--- src/rtl/fetch_responder_pkg.sv ---
// rtl/fetch_responder_pkg.sv - selector codes, widths, error byte and FSM encoding for fetch_responder
package fetch_responder_pkg;

  localparam int FR_REG_WIDTH  = 8;
  localparam int FR_ADDR_WIDTH = 16;
  localparam int FR_SEL_WIDTH  = 4;
  localparam int FR_TIMEOUT    = 15;

  localparam logic [FR_SEL_WIDTH-1:0] SELECTOR_MEM = 4'h0;
  localparam logic [FR_SEL_WIDTH-1:0] SELECTOR_X   = 4'h1;
  localparam logic [FR_SEL_WIDTH-1:0] SELECTOR_Y   = 4'h2;
  localparam logic [FR_SEL_WIDTH-1:0] SELECTOR_A   = 4'h3;

  localparam logic [FR_REG_WIDTH-1:0] ERR_BYTE = 8'hFF;

  typedef enum logic [1:0] {
    ST_IDLE     = 2'd0,
    ST_REG_RESP = 2'd1,
    ST_MEM_ACC  = 2'd2,
    ST_RESP     = 2'd3
  } fr_state_e;

endpackage

--- src/rtl/fetch_req_slot.sv ---
// rtl/fetch_req_slot.sv - one-entry pending request buffer with full flag and overrun pulse
module fetch_req_slot #(
  parameter int WIDTH = 29
) (
  input  logic             i_clk,
  input  logic             i_reset_n,
  input  logic             i_push,
  input  logic             i_pop,
  input  logic             i_drop,
  input  logic [WIDTH-1:0] i_data,
  output logic [WIDTH-1:0] o_data,
  output logic             o_full,
  output logic             o_overrun
);

  logic [WIDTH-1:0] r_data;
  logic             r_full;
  logic             r_overrun;

  // A push in the same edge as a pop reuses the entry being freed.
  always_ff @(posedge i_clk) begin
    if (!i_reset_n) begin
      r_data    <= '0;
      r_full    <= 1'b0;
      r_overrun <= 1'b0;
    end else begin
      r_overrun <= (i_push && r_full && !i_pop) || i_drop;
      if (i_push && (!r_full || i_pop)) begin
        r_full <= 1'b1;
        r_data <= i_data;
      end else if (i_pop) begin
        r_full <= 1'b0;
      end
    end
  end

  assign o_data    = r_data;
  assign o_full    = r_full;
  assign o_overrun = r_overrun;

endmodule

--- src/rtl/fetch_responder.sv ---
// rtl/fetch_responder.sv - fetch-side responder: register/memory reads, byte writes, one pending slot
module fetch_responder
  import fetch_responder_pkg::*;
#(
  parameter int REG_WIDTH  = FR_REG_WIDTH,
  parameter int ADDR_WIDTH = FR_ADDR_WIDTH,
  parameter int SEL_WIDTH  = FR_SEL_WIDTH,
  parameter int TIMEOUT    = FR_TIMEOUT
) (
  input  logic                  i_phi1,
  input  logic                  i_reset_n,
  input  logic                  i_req,
  input  logic [SEL_WIDTH-1:0]  i_sel,
  input  logic [ADDR_WIDTH-1:0] i_addr,
  input  logic                  i_wr_en,
  input  logic [REG_WIDTH-1:0]  i_wr_data,
  input  logic [REG_WIDTH-1:0]  i_x_reg,
  input  logic [REG_WIDTH-1:0]  i_y_reg,
  input  logic [REG_WIDTH-1:0]  i_a_reg,
  output logic [ADDR_WIDTH-1:0] o_mem_addr,
  output logic                  o_mem_rd,
  output logic                  o_mem_wr,
  output logic [REG_WIDTH-1:0]  o_mem_wdata,
  input  logic [REG_WIDTH-1:0]  i_mem_rdata,
  input  logic                  i_mem_ready,
  output logic [REG_WIDTH-1:0]  o_data_out,
  output logic                  o_data_valid,
  output logic                  o_busy,
  output logic                  o_overrun,
  output logic                  o_err
);

  localparam int ENTRY_W = 1 + SEL_WIDTH + ADDR_WIDTH + REG_WIDTH;
  localparam logic [3:0] TMO_LAST = 4'(TIMEOUT - 1);
  localparam logic [REG_WIDTH-1:0] ERR_DATA = REG_WIDTH'(ERR_BYTE);
  localparam logic [SEL_WIDTH-1:0] SEL_MEM = SEL_WIDTH'(SELECTOR_MEM);
  localparam logic [SEL_WIDTH-1:0] SEL_X   = SEL_WIDTH'(SELECTOR_X);
  localparam logic [SEL_WIDTH-1:0] SEL_Y   = SEL_WIDTH'(SELECTOR_Y);
  localparam logic [SEL_WIDTH-1:0] SEL_A   = SEL_WIDTH'(SELECTOR_A);

  fr_state_e             r_state, w_state_n;
  logic [REG_WIDTH-1:0]  r_data, w_data_n;
  logic                  r_is_write, w_is_write_n;
  logic [ADDR_WIDTH-1:0] r_mem_addr, w_mem_addr_n;
  logic [REG_WIDTH-1:0]  r_mem_wdata, w_mem_wdata_n;
  logic [3:0]            r_tmo_cnt, w_tmo_cnt_n;
  logic                  r_err, w_err_n;

  logic                  w_free, w_take_in, w_start, w_pop, w_push, w_drop;
  logic [ENTRY_W-1:0]    w_in_entry, w_start_entry, w_slot_data;
  logic [SEL_WIDTH-1:0]  w_start_sel;
  logic                  w_slot_full, w_slot_overrun;

  // Incoming work starts directly only when the current job ends and nothing is queued.
  assign w_take_in  = w_free && !w_slot_full;
  assign w_push     = w_take_in ? (i_req && i_wr_en) : (i_req || i_wr_en);
  assign w_drop     = !w_take_in && i_req && i_wr_en;
  assign w_in_entry = {!w_take_in && i_wr_en, i_sel, i_addr, i_wr_data};

  fetch_req_slot #(.WIDTH(ENTRY_W)) u_slot (
    .i_clk     (i_phi1),
    .i_reset_n (i_reset_n),
    .i_push    (w_push),
    .i_pop     (w_pop),
    .i_drop    (w_drop),
    .i_data    (w_in_entry),
    .o_data    (w_slot_data),
    .o_full    (w_slot_full),
    .o_overrun (w_slot_overrun)
  );

  always_comb begin
    w_state_n     = r_state;
    w_data_n      = r_data;
    w_is_write_n  = r_is_write;
    w_mem_addr_n  = r_mem_addr;
    w_mem_wdata_n = r_mem_wdata;
    w_tmo_cnt_n   = r_tmo_cnt;
    w_err_n       = r_err;
    w_free        = 1'b0;
    w_start       = 1'b0;
    w_pop         = 1'b0;
    w_start_entry = '0;
    w_start_sel   = '0;

    case (r_state)
      ST_IDLE, ST_REG_RESP, ST_RESP: w_free = 1'b1;
      ST_MEM_ACC: begin
        if (i_mem_ready || r_tmo_cnt == TMO_LAST) begin
          w_tmo_cnt_n = '0;
          if (!i_mem_ready) w_err_n = 1'b1;
          if (r_is_write) begin
            w_free = 1'b1;
          end else begin
            w_state_n = ST_RESP;
            w_data_n  = i_mem_ready ? i_mem_rdata : ERR_DATA;
          end
        end else begin
          w_tmo_cnt_n = r_tmo_cnt + 4'd1;
        end
      end
      default: w_state_n = ST_IDLE;
    endcase

    if (w_free) begin
      w_state_n = ST_IDLE;
      if (w_slot_full) begin
        w_start       = 1'b1;
        w_pop         = 1'b1;
        w_start_entry = w_slot_data;
      end else if (i_wr_en || i_req) begin
        w_start       = 1'b1;
        w_start_entry = {i_wr_en, i_sel, i_addr, i_wr_data};
      end
    end

    if (w_start) begin
      w_start_sel   = w_start_entry[REG_WIDTH+ADDR_WIDTH +: SEL_WIDTH];
      w_is_write_n  = w_start_entry[ENTRY_W-1];
      w_mem_addr_n  = w_start_entry[REG_WIDTH +: ADDR_WIDTH];
      w_mem_wdata_n = w_start_entry[REG_WIDTH-1:0];
      w_tmo_cnt_n   = '0;
      if (w_start_entry[ENTRY_W-1] || w_start_sel == SEL_MEM) begin
        w_state_n = ST_MEM_ACC;
      end else begin
        w_state_n = ST_REG_RESP;
        case (w_start_sel)
          SEL_X:   w_data_n = i_x_reg;
          SEL_Y:   w_data_n = i_y_reg;
          SEL_A:   w_data_n = i_a_reg;
          default: begin
            w_data_n = ERR_DATA;
            w_err_n  = 1'b1;
          end
        endcase
      end
    end
  end

  always_ff @(posedge i_phi1) begin
    if (!i_reset_n) begin
      r_state     <= ST_IDLE;
      r_data      <= '0;
      r_is_write  <= 1'b0;
      r_mem_addr  <= '0;
      r_mem_wdata <= '0;
      r_tmo_cnt   <= '0;
      r_err       <= 1'b0;
    end else begin
      r_state     <= w_state_n;
      r_data      <= w_data_n;
      r_is_write  <= w_is_write_n;
      r_mem_addr  <= w_mem_addr_n;
      r_mem_wdata <= w_mem_wdata_n;
      r_tmo_cnt   <= w_tmo_cnt_n;
      r_err       <= w_err_n;
    end
  end

  assign o_mem_addr   = r_mem_addr;
  assign o_mem_wdata  = r_mem_wdata;
  assign o_mem_rd     = (r_state == ST_MEM_ACC) && !r_is_write;
  assign o_mem_wr     = (r_state == ST_MEM_ACC) && r_is_write;
  assign o_data_out   = r_data;
  assign o_data_valid = (r_state == ST_REG_RESP) || (r_state == ST_RESP);
  assign o_busy       = (r_state != ST_IDLE);
  assign o_overrun    = w_slot_overrun;
  assign o_err        = r_err;

endmodule

--- config.mk ---
export PLATFORM = sky130hd
export DESIGN_NAME = fetch_responder
export DESIGN_NICKNAME = d
export VERILOG_FILES = /design/src/rtl/fetch_responder_pkg.sv /design/src/rtl/fetch_req_slot.sv /design/src/rtl/fetch_responder.sv
export SDC_FILE = /design/constraint.sdc
export NUM_CORES = 1
export LEC_CHECK = 0
export BUFFER_PORTS_ARGS = -buffer_cell sky130_fd_sc_hd__buf_2
export CAP_MARGIN = 25
export CORE_MARGIN = 2
export CORE_UTILIZATION = 35
export CTS_BUF_LIST = sky130_fd_sc_hd__clkbuf_8
export DETAILED_ROUTE_END_ITERATION = 12
export HOLD_SLACK_MARGIN = 0.1
export PLACE_DENSITY_LB_ADDON = 0.15
export SETUP_SLACK_MARGIN = 0.3
export SLEW_MARGIN = 20
export SYNTH_ARGS = -nofsm -noshare
export SYNTH_HDL_FRONTEND = slang
export SYNTH_SLANG_ARGS = --single-unit
--- constraint.sdc ---
create_clock -name i_phi1 -period 2.25 [get_ports i_phi1]
set_input_delay 0.225 -clock i_phi1 [delete_from_list [all_inputs] [get_ports i_phi1]]
set_output_delay 0.225 -clock i_phi1 [all_outputs]
set_load 0.005 [all_outputs]
## Word-level counts from Yosys, hierarchy flattened

Index checks and enable logic that the tools add are counted.

| word-level totals | value |
|---|---|
| flip-flop bits (word level) | 71 |
| bits of input ports | 65 |
| output and inout bits | 38 |
| word-level logic and storage cells | 84 |

| operators by class | value |
|---|---|
| add/subtract/negate cells | 1 |
| equality and inequality tests | 8 |
| multiplexer cells | 34 |
| bitwise gates (word level) | 1 |
| reduce and logical (&&, ||, !) cells | 30 |

Operator list:

| kind | count |
|---|---|
| 29-bit 2-to-1 mux | 3 |
| 8-bit 2-to-1 mux | 6 |
| 8-bit case mux with 3 select lines | 1 |
| 1-bit 2-to-1 mux | 16 |
| 2-bit 2-to-1 mux | 6 |
| 1-bit logical AND | 10 |
| 4-bit by 2-bit equality test with 1-bit output (second input constant) | 2 |
| 1-bit logical OR | 6 |
| 3-bit nonzero test | 2 |
| 3-bit OR reduction | 2 |
| 4-bit by 1-bit adder with 4-bit output (second input constant) | 1 |
| 2-bit equality test (second input constant) | 2 |
| 4-bit by 1-bit equality test with 1-bit output (second input constant) | 1 |
| 4-bit equality test (second input constant) | 1 |
| 1-bit zero test | 4 |
| 4-bit zero test | 1 |
| 4-bit 2-to-1 mux | 1 |
| 2-bit nonzero test | 2 |
| 3-bit by 1-bit != test with 1-bit output (second input constant) | 1 |
| 3-bit AND reduction | 1 |
| 2-bit by 1-bit equality test with 1-bit output (second input constant) | 1 |
| 2-bit zero test | 1 |
| 1-bit case mux with 2 select lines | 1 |
| 2-bit OR reduction | 1 |
| 1-bit inverter | 1 |

## Logic depth before layout (Yosys ltp)

Gate-level depths: netlist (run 1).

| logic depth | value |
|---|---|
| depth in word-level cells | 10 |
| mapped depth | 9 |
| gate-level depth less buffers | 7 |

## Cells and area by module

From an unflattened synthesis (run 1), not the netlist that was laid out.

| unflattened totals | value |
|---|---|
| cell total of the unflattened synthesis | 359 |
| area total of the unflattened synthesis | 3,339.5 µm² |

By module, submodules not included:

| module | instances | cells an instance | area each (µm²) | seq. area each (µm²) |
|---|---|---|---|---|
| fetch_responder | 1 | 226 | 2,098.3 | 800.8 |
| fetch_req_slot | 1 | 133 | 1,241.2 | 620.6 |

## Worst setup path after synthesis (run 1)

No wires, ideal clock.

| timing | value |
|---|---|
| path kind | reg2reg |
| start | register r_tmo_cnt[0] |
| end | register u_slot.r_data[25] (netlist: u_slot.o_data[25]) |
| library setup time | 116 ps |
| data arrival time | 1,690 ps |
| required time | 2,134 ps |
| setup slack | 444 ps |
| cell stages (with the launch flop) | 10 |
| buffers on the path | 2 |
| period minus slack after synthesis | 1,806 ps |
| cell sequence | dfxtp_1 -> inv_1 -> ha_1 -> nand4_1 -> and3_1 -> o31ai_2 -> buf_6 -> buf_12 -> mux2i_1 -> nor2b_1 |

| between the ends | value |
|---|---|
| word-level cells in the longest chain between the ends | 7 |
| elaborated cells on any way between the ends | 9 |
| those cells by class | 1 x eq/ne; 4 x mux; 4 x reduce/logical |

Ends and longest elaborated chain:

| element | line | text |
|---|---|---|
| from (decl) | fetch_responder.sv:46 | `logic [3:0] r_tmo_cnt, w_tmo_cnt_n;` |
| from (signal assigned) | fetch_responder.sv:155 | `r_tmo_cnt <= w_tmo_cnt_n;` |
| 4-bit equality test * | fetch_responder.sv:89 | `if (i_mem_ready \|\| r_tmo_cnt == TMO_LAST) begin` |
| 1-bit logical OR * | fetch_responder.sv:89 |  |
| 1-bit 2-to-1 mux * | fetch_responder.sv:89 |  |
| 1-bit case mux with 2 select lines * | fetch_responder.sv:86 | `case (r_state)` |
| 1-bit logical AND / 1-bit 2-to-1 mux (equally long branches) | fetch_responder.sv:55, fetch_responder.sv:105 |  |
| 1-bit 2-to-1 mux / 1-bit logical OR (equally long branches) | fetch_responder.sv:56, fetch_req_slot.sv:28 |  |
| 1-bit logical AND * | fetch_req_slot.sv:28 | `if (i_push && (!r_full \|\| i_pop)) begin` |
| to (signal assigned) | fetch_req_slot.sv:30 | `r_data <= i_data;` |
| to (decl) | fetch_req_slot.sv:16 | `logic [WIDTH-1:0] r_data;` |

Mark *: on every way between the ends. The rest lies on a longest branch, timed or not.
A chain may end at the register's enable or synchronous reset.

## Final worst setup path (run 1)

| timing | value |
|---|---|
| start | register r_tmo_cnt[0] |
| end | register u_slot.r_data[8] (netlist: u_slot.o_data[8]) |

Same word-level chain as after synthesis.

==> results of run 1 <==
through the flow:
step | power [mW] | area (sq um) | utilization, % | cells
6_report | 4.33 | 4520 | 46.7 | 621
2_1_floorplan | 2.53 | 3460 | - | 379
3_5_place_dp | 2.95 | 4100 | 42.3 | 597
4_1_cts | 4.22 | 4370 | 45.1 | 614
3_3_place_gp | 2.93 | 4100 | 42.3 | 597
5_1_grt | 4.59 | 4520 | 46.7 | 621
cell type report:
class                      count  share of cell area, %
multi-input combinational    262                   41.1
sequential                    71                   31.6
clock buffer                   9                   2.74
clock inverter                 7                   2.69
tap                          133                   3.68
timing repair buffer         122                   16.7
inverter                      17                   1.41
timing repair:
action	4_1_cts	5_1_grt
pin swaps	0	4
gates resized for setup	4	14
endpoints found under the hold margin	1	0
buffers inserted	0	4
endpoints found under the setup margin	54	56
gates cloned	0	3
hold buffers	1	0
how the worst max path moves through the flow:
stage,from,to,cells after the start
after floorplan,r_tmo_cnt[0],u_slot.o_data[25],9
after global placement,r_tmo_cnt[1],o_mem_wdata[4],6
after detailed placement,r_tmo_cnt[1],o_mem_addr[0],6
after CTS,r_tmo_cnt[1],u_slot.o_data[17],7
after global routing,r_tmo_cnt[0],u_slot.o_data[17],9
final,r_tmo_cnt[0],u_slot.o_data[8],9
where the power goes:
| group | internal [mW] | total, mW | switching [mW] | leakage [nW] |
|---|---|---|---|---|
| clock network | 0.740 | 1.26 | 0.516 | 0.123 |
| logic | 0.725 | 1.43 | 0.708 | 1.33 |
| registers | 1.49 | 1.64 | 0.151 | 0.588 |
per-layer routing:
| layer | share of wire (%) | vias up | GRT usage [%] | wire length, um |
|---|---|---|---|---|
| li1 | - | 1580 | - | - |
| met1 | 46 | 1464 | 21.0 | 4250 |
| met2 | 46 | 83 | 28.5 | 4310 |
| met3 | 6.6 | 11 | 3.90 | 612 |
| met4 | 1.3 | 0 | 6.07 | 117 |
| met5 | 0 | - | 0 | 0 |
registers in the layout (all words and copies together) (netlist names):
register and count:
o_err 1, r_is_write 1, u_slot.o_full 1, o_data_out 8, o_mem_addr 16, o_mem_wdata 8
r_tmo_cnt 4, u_slot.o_data 29, r_state 2, u_slot.o_overrun 1
layout by cell type (no fill, tap or decap), drive strengths merged, types with 2 or more instances in the layout:
master	instances
a21oi	36
and3	3
nor2b	34
clkbuf	12
and2	4
dfxtp	71
a41oi	2
nor3b	3
o22a	8
a31o	2
o221a	9
bufinv	3
or2	2
mux2i	32
a2bb2oi	4
a21boi	3
nand3	3
buf	118
nor2	41
o31ai	2
a22oi	7
a22o	4
o21ai	13
inv	17
clkinv	4
ha	2
nand2	9
nor3	11
o221ai	16
mux2	2
logic make-up (layout without fill, tap and decap cells):
kind of cell / count (synthesis) / count (layout) / share of synthesized area, %
simple gates: 116 / 116 / 17.5
flops: 71 / 71 / 41.1
mux: 34 / 34 / 9.91
buf+inv: 46 / 155 / 6.51
compound gates: 109 / 109 / 24.0
fa+ha+maj: 3 / 3 / 1.01
worst max-delay path, stage by stage (launching register included):
cell,delay [ns]
dfxtp_2,0.33
inv_2,0.06
ha_4,0.13
nand4_1,0.20
and3_4,0.30
o31ai_4,0.18
buf_6,0.18
clkbuf_16,0.17
mux2i_1,0.19
nor2b_1,0.06
==> results.sh, run 1 <==
export IMPL_fin_setup_tns_ns=0
export IMPL_avgSynthCellArea_sq_um=9.12
export IMPL_tightest_slew_ns=0.475
export IMPL_grt_usage_pct=16.9
export IMPL_hold_path_cell_count=3
export IMPL_synthArstFlopShare_pct=0
export IMPL_setup_viol=0
export IMPL_cts_tree="built"
export IMPL_core_sq_um=9680
export IMPL_rsz0062_at_grt="true"
export IMPL_post_route_min_period_ns=1.91
export IMPL_portBuffers=102
export IMPL_drv_slew=0
export IMPL_r2r_start="r_tmo_cnt[0]"
export IMPL_netlist_top_cells_area="dfxtp_1, mux2i_1, nor2b_1"
export IMPL_worstSetupPathType="reg2reg"
export IMPL_die_area_sq_um=10700
export IMPL_synth_edf_count=0
export IMPL_drt_initial_drc_count=149
export IMPL_syn_area_sq_um=3460
export IMPL_yosysSeqAreaShare_pct=41.1
export IMPL_postRouteAntennaNets=0
export IMPL_fillers=917
export IMPL_cts_buffer_depth=2
export IMPL_powerDensity_nw_per_um2=957
export IMPL_min_from="i_addr[1]"
export IMPL_vdd_ir_drop_max_mv=0.515
export IMPL_die_x_um=103
export IMPL_yosys_warnings=0
export IMPL_nets=550
export IMPL_clock_latency_ns=0.35
export IMPL_cp_end_kind="flip-flop"
export IMPL_htreeDepth=3
export IMPL_cts_sinks=71
export IMPL_ys_ff_latch=71
export IMPL_grt_pass1_wl_mm=14.1
export IMPL_drive_above_1_share_pct=34.0
export IMPL_synth_main_ff_cell="dfxtp_1"
export IMPL_startpoint_type="flip-flop"
export IMPL_antenna_found_initial=1
export IMPL_syn_num_nets=446
export IMPL_synth_top_area_share_pct=41.1
export IMPL_wl_per_cell_um=15.0
export IMPL_setup_slack_ns=0.340
export IMPL_fmax_ghz=0.523
export IMPL_period_share_pct=84.9
export IMPL_rrSetupSlack_ns=0.34
export IMPL_arrival_ns=2.16
export IMPL_die_h_um=103
export IMPL_overflow=0
export IMPL_pre_cts_ws_ns=0.0624
export IMPL_reg2reg_depth=9
export IMPL_max_cap_violations=0
export IMPL_cts_root_buf="clkbuf_8"
export IMPL_num_vias=3138
export IMPL_status="completed"
export IMPL_dpl_hpwl_mm=6.09
export IMPL_drt_wl_total_mm=9.29
export IMPL_synth_largest_area_cell="dfxtp_1"
export IMPL_regArea_sq_um=1430
export IMPL_num_antenna_cells=0
export IMPL_fp_row_count=36
export IMPL_dr_pass1_iters=4
export IMPL_maxSlewHeadroom_pct=68.4
export IMPL_grt_pass1_vias=2942
export IMPL_vias_per_cell=5.05
export IMPL_io_pins=103
export IMPL_yosys_cell_types_count=51
export IMPL_reg2reg_to="u_slot.o_data[8]"
export IMPL_worstPathRequired_ns=2.50
export IMPL_numCtsBuffers=9
export IMPL_grt_max_degree=44
export IMPL_hold_path_class="in2reg"
export IMPL_start_util_pct=35.7
export IMPL_path_clk_slew_ns=0.08
export IMPL_p_leak_nw=2.04
export IMPL_finClkSkew_ns=0.00843
export IMPL_area_growth_pct=30.7
export IMPL_hold_viol=0
export IMPL_routabilityCongestion=0.767
export IMPL_min_to="o_mem_addr[1]"
export IMPL_route_detailed_drc=0
export IMPL_synth_common_cells="dfxtp_1, nor2_1, a21oi_1"
export IMPL_critPathMaxFanout=6
export IMPL_yosysMostFrequentCell="dfxtp_1"
export IMPL_multiInputGateArea_sq_um=1860
export IMPL_whs_ns=0.114
export IMPL_syn_instance_count=379
(Power assumes the default switching activity.)
==> run 2, diff against run 1 <==
==> constraint.sdc (replaced) <==
create_clock -name i_phi1 -period 1.75 [get_ports i_phi1]
set_input_delay 0.175 -clock i_phi1 [delete_from_list [all_inputs] [get_ports i_phi1]]
set_output_delay 0.175 -clock i_phi1 [all_outputs]
set_load 0.005 [all_outputs]
==> results.sh, run 2 (synthesis results as in run 1) <==
export IMPL_status="complete, but fails checks"
export IMPL_violations="negative setup slack"
export IMPL_final_common_cell="buf_2"
export IMPL_powerDensity_nw_per_um2=1180
export IMPL_critPathMaxFanout=8
export IMPL_grt_usage_pct=17.6
export IMPL_overflow=0
export IMPL_drv_slew=0
export IMPL_wl_per_cell_um=15.0
export IMPL_reg2reg_to="o_mem_addr[7]"
export IMPL_fp_row_count=36
export IMPL_p_leak_nw=2.38
export IMPL_portBuffers=102
export IMPL_tightest_slew_ns=0.385
export IMPL_cpPeakStageDelay_ns=0.33
export IMPL_vdd_ir_drop_max_mv=0.530
export IMPL_r2r_start="r_tmo_cnt[0]"
export IMPL_rsz0062_at_grt="true"
export IMPL_crit_top_cell="buf_6"
export IMPL_core_sq_um=9680
export IMPL_finClkSkew_ns=0.0115
export IMPL_routabilityCongestion=0.821
export IMPL_arrival_ns=2.03
export IMPL_drive_above_1_share_pct=45.2
export IMPL_post_route_min_period_ns=1.79
export IMPL_dpl_hpwl_mm=6.34
export IMPL_cts_sinks=71
export IMPL_endpoint="o_mem_addr[7]"
export IMPL_dr_pass1_iters=4
export IMPL_numCtsBuffers=9
export IMPL_slowest_stage="dfxtp_2"
export IMPL_cp_end_kind="flip-flop"
export IMPL_cts_buffer_depth=2
export IMPL_largest_reg_flops=29
export IMPL_worstPathRequired_ns=1.99
export IMPL_crit_chain="inv_2, ha_4, nand4_1, and3_4, buf_4, buf_6, buf_8, nor3_4, buf_6, a21oi_1"
export IMPL_post_dp_cell_area_sq_um=4310
export IMPL_fin_setup_tns_ns=-0.197
export IMPL_die_x_um=103
export IMPL_reg2reg_depth=10
export IMPL_hold_viol=0
export IMPL_hold_path_class="in2reg"
export IMPL_clock_latency_ns=0.35
export IMPL_start_util_pct=35.7
export IMPL_postRouteAntennaNets=0
export IMPL_area_growth_pct=55.4
export IMPL_drt_initial_drc_count=95
export IMPL_cts_root_buf="clkbuf_8"
export IMPL_pre_cts_ws_ns=-0.190
export IMPL_layout_common_cells="buf_2, dfxtp_1, nor2_1, nor2b_1, mux2i_1"
export IMPL_nets=600
export IMPL_cts_tree="built"
export IMPL_finalPower_mw=6.34
export IMPL_die_h_um=103
export IMPL_max_cap_violations=0
export IMPL_grt_pass1_vias=3155
export IMPL_setup_slack_ns=-0.0415
export IMPL_crit_start="r_tmo_cnt[0]"
export IMPL_startpoint_type="flip-flop"
export IMPL_grt_pass1_wl_mm=14.8
export IMPL_rrSetupSlack_ns=-0.04
export IMPL_design_area_sq_um=5370
export IMPL_path_clk_slew_ns=0.08
export IMPL_utilization_pct=55.5
export IMPL_worstSetupPathType="reg2reg"
export IMPL_num_antenna_cells=0
export IMPL_route_detailed_drc=0
export IMPL_num_vias=3388
export IMPL_maxSlewHeadroom_pct=74.2
export IMPL_setup_viol=8
export IMPL_period_share_pct=102
export IMPL_final_cell_count_no_fill=671
export IMPL_grt_max_degree=56
export IMPL_vias_per_cell=5.05
export IMPL_io_pins=103
export IMPL_dp_cells=619
export IMPL_drt_wl_total_mm=10.0
export IMPL_antenna_found_initial=0
export IMPL_die_area_sq_um=10700
export IMPL_whs_ns=0.108
export IMPL_htreeDepth=3
export IMPL_fmax_ghz=0.558
run 2: cell types whose count changed in the layout (fill, tap and decap cells not counted), sizes merged:
cell         previous run  this run
buf                   118       150
dlygate4sd3             1        17
clkinv                  4         0
clkbuf                 12        14
clkinvlp                0         2
bufinv                  3         4
inv                    17        18
run 2: worst min path at each step:
stage	slack (ns)	from	depth (start not counted)	end
5_1_grt	0.12	i_wr_data[1]	3	u_slot.o_data[1]
3_5_place_dp	0.43	i_wr_data[4]	3	o_mem_wdata[4]
3_3_place_gp	0.42	i_wr_data[4]	3	o_mem_wdata[4]
4_1_cts	0.10	i_wr_data[1]	3	u_slot.o_data[1]
6_report	0.11	i_sel[1]	3	u_slot.o_data[25]
2_1_floorplan	0.30	i_addr[7]	2	o_mem_addr[7]
run 2: repair_timing:
action,in CTS,in global routing
resized for setup,34,48
buffers inserted,5,8
cloned,0,6
hold buffers,17,0
pin swaps,11,31
endpoints found under the hold margin,20,0
setup endpoints to repair,73,73
run 2: where the power goes:
part	total, mW	switching [mW]	leakage (nW)	internal (mW)
Sequential	2.15	0.229	0.589	1.92
Combinational	2.44	1.10	1.67	1.34
Clock	1.76	0.660	0.126	1.10
Total	6.34	1.99	2.38	4.35
run 2: layout make-up:
cell class | count | area (sq um)
clock inverter | 7 | 144
timing repair buffer | 172 | 1320
multi-input combinational | 262 | 2120
tap | 133 | 166
clock buffer | 9 | 124
sequential | 71 | 1430
fill | 882 | 4310
inverter | 17 | 63.8
run 2: critical path: cells and delay by family, from the launching register on:
kind / cells / cell delay (ns)
fa+ha+maj: 1 / 0.12
flops: 1 / 0.33
compound gates: 1 / 0.07
simple gates: 3 / 0.56
buf+inv: 5 / 0.62
run 2: metal layers:
layer | part of all wire, % | routed length (um) | vias to the layer above | track usage [%]
met5 | 0 | 0 | - | 0
met4 | 0.95 | 95 | 0 | 6.58
met3 | 5.1 | 516 | 10 | 4.03
met2 | 49 | 4920 | 93 | 28.9
met1 | 45 | 4510 | 1607 | 22.5
li1 | - | - | 1678 | -
==> run 3, diff against run 2 <==
--- a/config.mk
+++ b/config.mk
@@ -5,12 +5,15 @@
 export SDC_FILE = /design/constraint.sdc
 export NUM_CORES = 1
 export LEC_CHECK = 0
-export BUFFER_PORTS_ARGS = -buffer_cell sky130_fd_sc_hd__buf_2
+export BUFFER_PORTS_ARGS = -buffer_cell sky130_fd_sc_hd__buf_4
 export CAP_MARGIN = 25
+export CELL_PAD_IN_SITES_DETAIL_PLACEMENT = 0
+export CELL_PAD_IN_SITES_GLOBAL_PLACEMENT = 1
 export CORE_MARGIN = 2
 export CORE_UTILIZATION = 35
 export CTS_BUF_LIST = sky130_fd_sc_hd__clkbuf_8
 export DETAILED_ROUTE_END_ITERATION = 12
+export GPL_TIMING_DRIVEN = 0
 export HOLD_SLACK_MARGIN = 0.1
 export PLACE_DENSITY_LB_ADDON = 0.15
 export SETUP_SLACK_MARGIN = 0.3
==> results.sh, run 3 (synthesis results as in run 1) <==
export IMPL_io_pins=103
export IMPL_die_h_um=103
export IMPL_utilization_pct=57.1
export IMPL_vias_per_cell=5.08
export IMPL_reg2reg_depth=9
export IMPL_hold_path_class="in2reg"
export IMPL_fmax_ghz=0.554
export IMPL_violations="negative setup slack"
export IMPL_rsz0062_at_grt="true"
export IMPL_slowest_stage="dfxtp_4"
export IMPL_crit_start="r_tmo_cnt[0]"
export IMPL_dr_pass1_iters=4
export IMPL_cp_buffers_inverters=3
export IMPL_cts_tree="built"
export IMPL_largest_reg_flops=29
export IMPL_area_growth_pct=59.9
export IMPL_min_from="i_sel[3]"
export IMPL_postRouteAntennaNets=0
export IMPL_wl_per_cell_um=15.7
export IMPL_setup_viol=26
export IMPL_crit_family="simple AND/OR/NAND/NOR gates"
export IMPL_fp_row_count=36
export IMPL_setup_slack_ns=-0.0547
export IMPL_final_common_cell="buf_4"
export IMPL_drt_initial_drc_count=137
export IMPL_portBuffers=100
export IMPL_grt_pass1_vias=3122
export IMPL_status="complete, but fails checks"
export IMPL_period_share_pct=103
export IMPL_drt_wl_total_mm=10.6
export IMPL_regArea_sq_um=1430
export IMPL_route_detailed_drc=0
export IMPL_grt_max_degree=14
export IMPL_overflow=0
export IMPL_netSwitchingFraction_pct=34.1
export IMPL_htreeDepth=3
export IMPL_multiInputGateArea_sq_um=2120
export IMPL_start_util_pct=35.7
export IMPL_worstPathRequired_ns=2.00
export IMPL_post_route_min_period_ns=1.80
export IMPL_p_leak_nw=2.39
export IMPL_rrSetupSlack_ns=-0.05
export IMPL_drive_above_1_share_pct=42.2
export IMPL_num_vias=3431
export IMPL_num_antenna_cells=0
export IMPL_cpPeakStageDelay_ns=0.35
export IMPL_hold_viol=0
export IMPL_combPwrFrac_pct=44.2
export IMPL_startpoint_type="flip-flop"
export IMPL_powerDensity_nw_per_um2=1070
export IMPL_p_switching_mw=2.03
export IMPL_drv_slew=0
export IMPL_grt_usage_pct=19.0
export IMPL_crit_chain="inv_2, ha_4, nand4_1, and3_4, o31ai_4, buf_6, buf_12, mux2i_1, nor2b_1"
export IMPL_tightest_slew_ns=0.736
export IMPL_nets=605
export IMPL_maxSlewHeadroom_pct=51.0
export IMPL_cts_buffer_depth=2
export IMPL_cp_end_kind="flip-flop"
export IMPL_core_sq_um=9680
export IMPL_vdd_ir_drop_max_mv=0.485
export IMPL_clkPwrFrac_pct=20.0
export IMPL_layout_common_cells="buf_4, dfxtp_1, nor2_1, nor2b_1, mux2i_1"
export IMPL_r2r_start="r_tmo_cnt[0]"
export IMPL_reg2reg_to="u_slot.o_data[26]"
export IMPL_clock_latency_ns=0.36
export IMPL_fillers=897
export IMPL_path_clk_slew_ns=0.09
export IMPL_sequentialPowerShare_pct=35.7
export IMPL_internal_power_mw=3.92
export IMPL_cts_sinks=71
export IMPL_die_area_sq_um=10700
export IMPL_routabilityCongestion=0.770
export IMPL_grt_pass1_wl_mm=15.6
export IMPL_antenna_found_initial=0
export IMPL_cts_root_buf="clkbuf_8"
export IMPL_worstSetupPathType="reg2reg"
export IMPL_fin_setup_tns_ns=-0.720
export IMPL_min_to="u_slot.o_data[27]"
export IMPL_die_x_um=103
export IMPL_hold_path_cell_count=3
export IMPL_finClkSkew_ns=0.0138
export IMPL_numCtsBuffers=9
export IMPL_dpl_hpwl_mm=6.96
export IMPL_critPathMaxFanout=10
export IMPL_arrival_ns=2.05
export IMPL_max_cap_violations=0
-- run 3: cell types whose count changed in the layout (fill, tap and decap cells not counted), sizes merged --
cell	change
buf	-15
bufbuf	+2
bufinv	-4
clkbuf	+11
clkinv	+3
dlygate4sd3	+7
inv	+1
-- run 3: per-stage QoR --
step | std cells | worst slack, ns | hold slack (ns) | power, mW | area, sq um
after floorplan | 379 | 0.0160 | 0.304 | 3.29 | 3500
after global placement | 612 | -0.316 | 0.424 | 4.00 | 4420
after detailed placement | 612 | -0.284 | 0.429 | 4.02 | 4420
after CTS | 667 | -0.0715 | 0.101 | 5.64 | 5200
after global routing | 676 | -0.171 | 0.109 | 6.27 | 5530
final | 676 | -0.0547 | 0.104 | 5.95 | 5530
-- run 3: layer usage --
metal	up-vias	track usage [%]	routed length, um
met5	-	0	0
met1	1640	24.8	4890
met3	13	3.97	594
met2	90	31.3	4970
li1	1688	-	-
met4	0	6.58	162
-- run 3: cell type report --
type	instances	share of cell area, %
buffer	29	4.57
clock buffer	9	2.24
clock inverter	7	0.905
inverter	17	1.15
multi-input combinational	262	38.2
sequential	71	25.8
tap	133	3.01
timing repair buffer	148	24.0
-- run 3: timing repair --
item | CTS | global route
setup endpoints to repair | 73 | 73
cloned | 3 | 3
setup buffers | 12 | 6
pin swaps | 23 | 11
hold endpoints to repair | 31 | 0
gates resized for setup | 47 | 42
hold buffers | 24 | 0
-- run 3: worst min-delay path, stage by stage --
cell	delay [ns]
buf_4	0.09
mux2i_1	0.05
nor2b_1	0.10
-- run 3: how the worst max path moves through the flow --
stage	end	slack [ns]	depth (start not counted)
6_report	u_slot.o_data[26]	-0.05	9
5_1_grt	u_slot.o_data[26]	-0.17	9
4_1_cts	u_slot.o_data[26]	-0.07	9
3_5_place_dp	u_slot.o_overrun	-0.28	6
3_3_place_gp	u_slot.o_overrun	-0.32	6
2_1_floorplan	r_state[1]	0.02	8
-- run 3: power by group through the flow --
stage | clock network, mW | registers [mW] | logic (mW)
2_1_floorplan | 0 | 2.11 | 1.18
6_report | 1.19 | 2.13 | 2.63
3_5_place_dp | 0 | 2.14 | 1.89
5_1_grt | 1.28 | 2.16 | 2.83
3_3_place_gp | 0 | 2.13 | 1.87
4_1_cts | 1.22 | 2.11 | 2.32
